===== src/rtl/fixed_point_bcd_converter.sv =====
// Signed fixed-point to sign + BCD converter: double-dabble integer digits, then x10 fraction digits.
// Latency INT_BITS+FRAC_DIGITS cycles from start to done; start is ignored while busy (no other backpressure).
module fixed_point_bcd_converter #(
  parameter int INT_BITS    = 12,
  parameter int FRAC_BITS   = 4,
  parameter int INT_DIGITS  = 4,
  parameter int FRAC_DIGITS = 4
) (
  input  logic                            clk,
  input  logic                            rst,
  input  logic                            start,
  input  logic [INT_BITS+FRAC_BITS-1:0]   val,
  output logic                            busy,
  output logic                            done,
  output logic                            neg,
  output logic                            ovf,
  output logic [4*INT_DIGITS-1:0]         bcd_int,
  output logic [4*FRAC_DIGITS-1:0]        bcd_frac
);

  localparam int W          = INT_BITS + FRAC_BITS;
  // ceil(INT_BITS/3) digits always cover 2^INT_BITS-1, so the accumulator never wraps.
  localparam int ACC_DIGITS = INT_BITS / 3 + 1;
  localparam int EXT_DIGITS = (ACC_DIGITS > INT_DIGITS) ? ACC_DIGITS : INT_DIGITS;
  localparam int CNT_MAX    = (INT_BITS > FRAC_DIGITS) ? INT_BITS : FRAC_DIGITS;
  localparam int CW         = $clog2(CNT_MAX + 1);

  typedef enum logic [1:0] {S_IDLE, S_INT, S_FRAC, S_DONE} state_t;

  state_t                    state_q, state_d;
  logic [CW-1:0]             cnt_q, cnt_d;
  logic                      sign_q, sign_d;
  logic [INT_BITS-1:0]       ish_q, ish_d;
  logic [FRAC_BITS-1:0]      frac_q, frac_d;
  logic [4*ACC_DIGITS-1:0]   acc_q, acc_d;
  logic [4*FRAC_DIGITS-1:0]  fdig_q, fdig_d;
  logic                      neg_q, neg_d;
  logic                      ovf_q, ovf_d;
  logic [4*INT_DIGITS-1:0]   bint_q, bint_d;
  logic [4*FRAC_DIGITS-1:0]  bfrac_q, bfrac_d;

  logic [W-1:0]              mag;
  logic [4*ACC_DIGITS-1:0]   acc_adj;
  logic [4*EXT_DIGITS-1:0]   acc_ext;
  logic [FRAC_BITS+3:0]      prod;
  logic                      int_ovf;

  // Two's-complement negate in W bits leaves 2^(W-1) intact as an unsigned magnitude.
  assign mag     = val[W-1] ? (~val + W'(1)) : val;
  assign prod    = {4'b0000, frac_q} * (FRAC_BITS+4)'(10);
  assign acc_ext = (4*EXT_DIGITS)'(acc_q);

  always_comb begin
    acc_adj = acc_q;
    for (int i = 0; i < ACC_DIGITS; i++) begin
      if (acc_q[4*i +: 4] >= 4'd5) acc_adj[4*i +: 4] = acc_q[4*i +: 4] + 4'd3;
    end
  end

  always_comb begin
    int_ovf = 1'b0;
    for (int i = INT_DIGITS; i < EXT_DIGITS; i++) begin
      if (acc_ext[4*i +: 4] != 4'd0) int_ovf = 1'b1;
    end
  end

  always_comb begin
    state_d = state_q;
    cnt_d   = cnt_q;
    sign_d  = sign_q;
    ish_d   = ish_q;
    frac_d  = frac_q;
    acc_d   = acc_q;
    fdig_d  = fdig_q;
    neg_d   = neg_q;
    ovf_d   = ovf_q;
    bint_d  = bint_q;
    bfrac_d = bfrac_q;
    case (state_q)
      S_IDLE: begin
        if (start) begin
          sign_d  = val[W-1];
          ish_d   = mag[W-1:FRAC_BITS];
          frac_d  = mag[FRAC_BITS-1:0];
          acc_d   = '0;
          fdig_d  = '0;
          cnt_d   = CW'(INT_BITS);
          state_d = S_INT;
        end
      end
      S_INT: begin
        acc_d = {acc_adj[4*ACC_DIGITS-2:0], ish_q[INT_BITS-1]};
        ish_d = ish_q << 1;
        cnt_d = cnt_q - CW'(1);
        if (cnt_q == CW'(1)) begin
          cnt_d   = CW'(FRAC_DIGITS);
          state_d = S_FRAC;
        end
      end
      S_FRAC: begin
        frac_d = prod[FRAC_BITS-1:0];
        fdig_d = (fdig_q << 4) | (4*FRAC_DIGITS)'(prod[FRAC_BITS+3:FRAC_BITS]);
        cnt_d  = cnt_q - CW'(1);
        if (cnt_q == CW'(1)) begin
          state_d = S_DONE;
          // Publish on the edge into DONE, using the digit produced this cycle.
          ovf_d   = int_ovf;
          bint_d  = int_ovf ? {INT_DIGITS{4'h9}} : acc_ext[4*INT_DIGITS-1:0];
          bfrac_d = int_ovf ? {FRAC_DIGITS{4'h9}} : fdig_d;
          neg_d   = sign_q & (int_ovf | (|bint_d) | (|bfrac_d));
        end
      end
      S_DONE: begin
        state_d = S_IDLE;
      end
      default: begin
        state_d = S_IDLE;
      end
    endcase
  end

  always_ff @(posedge clk) begin
    if (rst) begin
      state_q <= S_IDLE;
      cnt_q   <= '0;
      sign_q  <= 1'b0;
      ish_q   <= '0;
      frac_q  <= '0;
      acc_q   <= '0;
      fdig_q  <= '0;
      neg_q   <= 1'b0;
      ovf_q   <= 1'b0;
      bint_q  <= '0;
      bfrac_q <= '0;
    end else begin
      state_q <= state_d;
      cnt_q   <= cnt_d;
      sign_q  <= sign_d;
      ish_q   <= ish_d;
      frac_q  <= frac_d;
      acc_q   <= acc_d;
      fdig_q  <= fdig_d;
      neg_q   <= neg_d;
      ovf_q   <= ovf_d;
      bint_q  <= bint_d;
      bfrac_q <= bfrac_d;
    end
  end

  assign busy     = (state_q != S_IDLE);
  assign done     = (state_q == S_DONE);
  assign neg      = neg_q;
  assign ovf      = ovf_q;
  assign bcd_int  = bint_q;
  assign bcd_frac = bfrac_q;

endmodule


===== config.mk =====
export PLATFORM = sky130hd
export DESIGN_NAME = fixed_point_bcd_converter
export DESIGN_NICKNAME = d
export VERILOG_FILES = /design/src/rtl/fixed_point_bcd_converter.sv
export SDC_FILE = /design/constraint.sdc
export NUM_CORES = 1
export LEC_CHECK = 0
export ABC_AREA = 1
export BUFFER_PORTS_ARGS = -buffer_cell sky130_fd_sc_hd__buf_2
export CAP_MARGIN = 10
export CORE_MARGIN = 2
export CORE_UTILIZATION = 28
export DETAILED_ROUTE_END_ITERATION = 10
export PLACE_DENSITY = 0.49
export SLEW_MARGIN = 30
export SYNTH_ARGS = -nofsm -noshare
export SYNTH_HDL_FRONTEND = slang
export SYNTH_SLANG_ARGS = --single-unit

===== constraint.sdc =====
create_clock -name clk -period 2.75 [get_ports clk]
set_clock_uncertainty 0.1 [all_clocks]
set_input_delay 0.275 -clock clk [delete_from_list [all_inputs] [get_ports clk]]
set_output_delay 0.275 -clock clk [all_outputs]
set_load 0.02 [all_outputs]

* Word-level counts from Yosys, hierarchy flattened *
Index checks and enable logic that the tools add are counted.

operators by class
  bitwise gates (word level) = 5
  eq/ne operators = 7
  add/sub/neg operators = 7
  multipliers = 1
  magnitude comparators = 5
  reductions and logical operators = 14
  mux-type cells = 24

operators with widths
  operator                                                           count
  two-way mux 16 bit                                                 3
  one-hot mux 12 bit (2 select lines)                                2
  one-hot mux 20 bit (2 select lines)                                1
  OR reduction 16 bit                                                2
  two-way mux 4 bit                                                  7
  two-way mux 12 bit                                                 2
  greater-or-equal comparator 4 x 3 -> 1 bit, second input constant  5
  two-way mux 20 bit                                                 1
  adder 16 x 1 -> 16 bit, second input constant                      1
  adder 4 x 2 -> 4 bit, second input constant                        4
  NOT 16 bit                                                         1
  OR 16 x 4 -> 16 bit                                                1
  one-hot mux 4 bit (3 select lines)                                 1
  AND reduction 2 bit                                                5
  one-hot mux 2 bit (4 select lines)                                 1
  one-hot mux 4 bit (2 select lines)                                 1
  multiplier 4 x 3 -> 7 bit, second input constant                   1
  two-way mux 2 bit                                                  3
  != test 2 bit, second input constant                               3
  nonzero test 2 bit                                                 3
  equality test 2 bit, second input constant                         2
  equality test 4 x 1 -> 1 bit, second input constant                1
  nonzero test 4 bit                                                 1
  subtractor 4 x 1 -> 4 bit, second input constant                   1
  9 further kinds                                                    10

word-level totals
  bits in registers = 89
  logic and storage cells = 74
  bits of input ports = 19

* Depth between registers and ports, before layout *
  word-level depth = 7
  gate-level depth with buffers = 11
  depth with buffers taken out = 11

* Worst setup path after synthesis *
No wires, ideal clock.

  path type = reg-to-reg
  start point = register frac_q[3]
  end point = register neg_q (netlist: neg)
  period minus slack after synthesis = 2.052 ns
  arrival time = 1.820 ns
  path slack = 0.698 ns
  cell stages (with the launch flop) = 12
  cells stage by stage = dfxtp_1 ha_1 ha_1 fa_1 nor2_1 nand3_1 nor2_1 nand2_1 nor2_1 nand2_1 nand2_1 a21oi_1

on the way
  word-level cells in the longest chain between the ends = 6

ends and longest elaborated chain
  what                       line  source
  start: declaration         34    logic [FRAC_BITS-1:0] frac_q, frac_d;
  start signal: assignment   140   frac_q <= frac_d;
  multiplier 4 x 3 -> 7 bit  50    assign prod = {4'b0000, frac_q} * (FRAC_BITS+4)'(10);
  OR 16 x 4 -> 16 bit        102   fdig_d = (fdig_q << 4) | (4*FRAC_DIGITS)'(prod[FRAC_BITS+3:FRAC_BITS]);
  two-way mux 16 bit         109   bfrac_d = int_ovf ? {FRAC_DIGITS{4'h9}} : fdig_d;
  OR reduction 16 bit        110   neg_d = sign_q & (int_ovf | (|bint_d) | (|bfrac_d));
  OR 1 bit                   110
  bitwise AND 1 bit          110
  end signal: assignment     143   neg_q <= neg_d;
  end: declaration           37    logic neg_q, neg_d;

Every way passes these cells.
A chain may end at the register's enable or synchronous reset.

* Worst setup path after layout *
Same ends and word-level chain as after synthesis.

==> impl_results.md <==
* Worst Hold Class: in2reg
* Worst hold slack at 0.1305 ns
* Max stage delay cell, worst path: fa_1
* Post-Syn Area per Cell at 7.104 um2
* Overflow after GRT at 0
* Min cycle time layout at 2.351 ns
* Slew Viols, Final at 0
* Global Route Usage Sum at 14.10%
* Initial drt markers at 200
* Worst R2R End: neg$_SDFFE_PP0P_
* Post-synthesis mux area share at 0%
* Wire per inst at 13.10 um
* Final Util at roughly 33%
* Crit share post-route at 85.50%
* PortBufs at 54
* GPL Wtd Cong at 0.8167
* Clock sinks at between 80 and 90
* Critical Path, Cell by Cell: ha_1, ha_1, fa_1, nor2_1, nand3_1, nor2_1, nand2_1, nor2_1, nand2_1, nand2_1, a21oi_1
* Layout Nets at between 700 and 800
* Clock Root Buffer: clkbuf_16
* Global-route wire length before repair at 19.80 mm
* CTS buffer count at 9
* Area share of and/or/nand/nor cells after synthesis at between 20 and 30%
* Vias/cell at 4.685
* Area grow syn2layout at 17.06%
* Clock Pin Slew Worst Setup and Hold Paths at 0.07 ns
* Pwr dens at 791.3 nW/um2
* Seq cells post-synth at 89
* Die Height at 131.3 um
* Switching share of power at between 30% and 40%
* Mapped Cells at roughly 640
* Max_cap viols at 0
* Share of cells above drive strength 1 at 13.03%
* Skew-Pair Late Insertion Delay at 0.35 ns
* P_int at 2.761 mW
* Largest cells by area after synthesis: dfxtp_1 39%, nand2_1 11%, a21oi_1 9.7%
* Worst-Margin Slew at 0.8092 ns
* R2R setup slack at 0.40 ns
* Hold Buf Count CTS at 0
* Worst slew margin at 45.99%
* Share of the synthesized area in the top cell type at 39.25%
* Sequential share of the synthesized area at 39.25%
* Die width at between 100 and 150 um
* Synthesized area at 4539 um2
* Fmax at roughly 430 MHz
* Final-report setup violation count at 0
* Initial Utilization at 28.58%
* Vias at ~4200
* TritonRoute pass-1 iters at 4
* H-tree levels at 3
* Worst Setup End Kind: register
* Synth area leader: dfxtp_1
* Postcts setup bufs at 0
* Vias in the first global route at 3886
* Largest net degree at the start of global routing at 68
* Routed wire length at 11.77 mm
* Initial antenna violation count at 0
* Maximum vdd drop at 0.3706 mV
* Hold path cells at 3
* Max Buffers Root-to-Sink at 2
* Worst r2r src: frac_q[3]$_SDFFE_PP0P_
* Setup TNS at 0 ns
* CP Data Required Time at 2.85 ns
* Count of cell types in the netlist at 33
* DP HPWL at 8.293 mm
* Cts repair resizes at 0
* RSZ-0062 raised after global routing: false
* Post-detailed-route count of antenna-violating nets at 0
* Clock group share of total power at 34.4%
* Die Area at approximately 17000 um2
* Crit path largest cell delay at 0.52 ns
* R2R cell count at 11
* CP Max Fanout at 5
* CORE AREA at 15890 um2
* Startpoint types: register
* Switching power at 1.443 mW
* Comb pwr share at 29.5%
* Critical Path AT at 2.45 ns
* Largest family of logic cells by synthesized area: simple AND/OR/NAND/NOR gates
* CTS tree: yes
* Hold Vio Cnt, Final at 0
* Std-Cell Rows at 46
* Leakage power at 2.285 nW
* Status: finished clean
* Flop pwr share at 36.0%
* DRC at 0
* Min-delay src: val[0]
* Xor-xnor portion of the synthesized cell area at 1.544%
* Complex-gate fraction of the synthesized area at 18.08%
* Number of diodes at 0
* Synth Warn # at 0
* Syn nets at 682
* Hold endpoint: frac_q[0]$_SDFFE_PP0P_
* Setup CP Type: reg2reg
* I/O pins at 55
* Synth Area in Adders at 6.781%
==> worst max path at each step <==
stage,to,depth (start not counted),from
floorplan,neg$_SDFFE_PP0P_,11,frac_q[3]$_SDFFE_PP0P_
global placement,neg$_SDFFE_PP0P_,11,frac_q[3]$_SDFFE_PP0P_
detailed placement,neg$_SDFFE_PP0P_,11,frac_q[3]$_SDFFE_PP0P_
CTS,neg$_SDFFE_PP0P_,11,frac_q[3]$_SDFFE_PP0P_
global route,bcd_frac[3]$_SDFFE_PP0P_,6,state_q[0]$_SDFFE_PP0P_
finish,neg$_SDFFE_PP0P_,11,frac_q[3]$_SDFFE_PP0P_
==> power groups by stage <==
stage | clock network, mW | registers [mW] | logic, mW
CTS | 1.48 | 1.52 | 1.26
global route | 1.55 | 1.53 | 1.42
global placement | 0 | 1.54 | 1.24
detailed placement | 0 | 1.54 | 1.26
floorplan | 0 | 1.53 | 0.949
finish | 1.45 | 1.51 | 1.24
==> registers in the layout, summed over array words and instances (netlist names), 2 cells and up <==
name and cells:
bcd_frac 16, bcd_int 16, state_q 2, ish_q 12
frac_q 4, fdig_q 12, acc_ext 20, cnt_q 4
==> synth_stat cells <==
cell type and n:
nand2_1 136, dfxtp_1 89, a21oi_1 88, inv_1 61
nor2_1 59, nand3_1 51, o21ai_0 46, ha_1 23
clkbuf_1 12, buf_2 11, nand4_1 7, xor2_1 7
a22oi_1 6, inv_2 6, nor3_1 6, o211ai_1 5
buf_6 4, buf_4 2, nand2_4 2, nand3b_1 2
nor2_2 2, o21a_1 2, o21ai_2 2, a211oi_1 1
a21o_1 1, a221oi_1 1, fa_1 1, nand3_2 1
nor2_4 1, nor4_1 1, o21bai_2 1, or2_4 1
xnor2_1 1
==> cell families after synthesis <==
group,Yosys count
flip-flops,89
adder cells (fa/ha/maj),24
XOR/XNOR,8
AO/OA/AOI/OAI,153
AND/OR/NAND/NOR,269
buffers and inverters,96
==> per-layer routing <==
metal,track usage (%),routed length [um],vias up
met1,19.67,5994,1941
met4,4.348,71,0
li1,-,-,2187
met5,0,0,-
met3,3.279,488,2
met2,21.58,5220,82
==> through the flow <==
step / power, mW / setup slack, ns / area, um2 / std cells
finish: 4.205 / 0.3987 / 5314 / 899
global route: 4.498 / 0.1418 / 5314 / 899
CTS: 4.258 / 0.3637 / 5314 / 899
detailed placement: 2.798 / 0.3704 / 4962 / 884
global placement: 2.778 / 0.4221 / 4962 / 884
floorplan: 2.484 / 0.6976 / 4539 / 639
==> worst max-delay path, delay by kind of cell (launching register included) <==
kind	cells	cell delay [ns]
adder cells (fa/ha/maj)	3	1.00
AO/OA/AOI/OAI	1	0.05
flip-flops	1	0.41
AND/OR/NAND/NOR	7	0.62
==> placed cells by master (no fill, tap or decap), types with 7 or more instances in the layout <==
cell,n
nand3_1,51
a21oi_1,88
clkbuf_16,9
nand2_1,136
inv_1,61
o21ai_0,46
ha_1,23
nor2_1,59
nand4_1,7
dfxtp_1,89
buf_2,54
xor2_1,7
==> cell type report <==
class,count,area [um2]
clock inverter,4,98.84
clock buffer,11,252.7
sequential,89,1782
inverter,67,251.5
timing repair buffer,58,312.8
multi-input combinational,454,2346
tap,216,270.3
fill,1769,10570
Note: power is estimated with default switching activity, not from simulation.
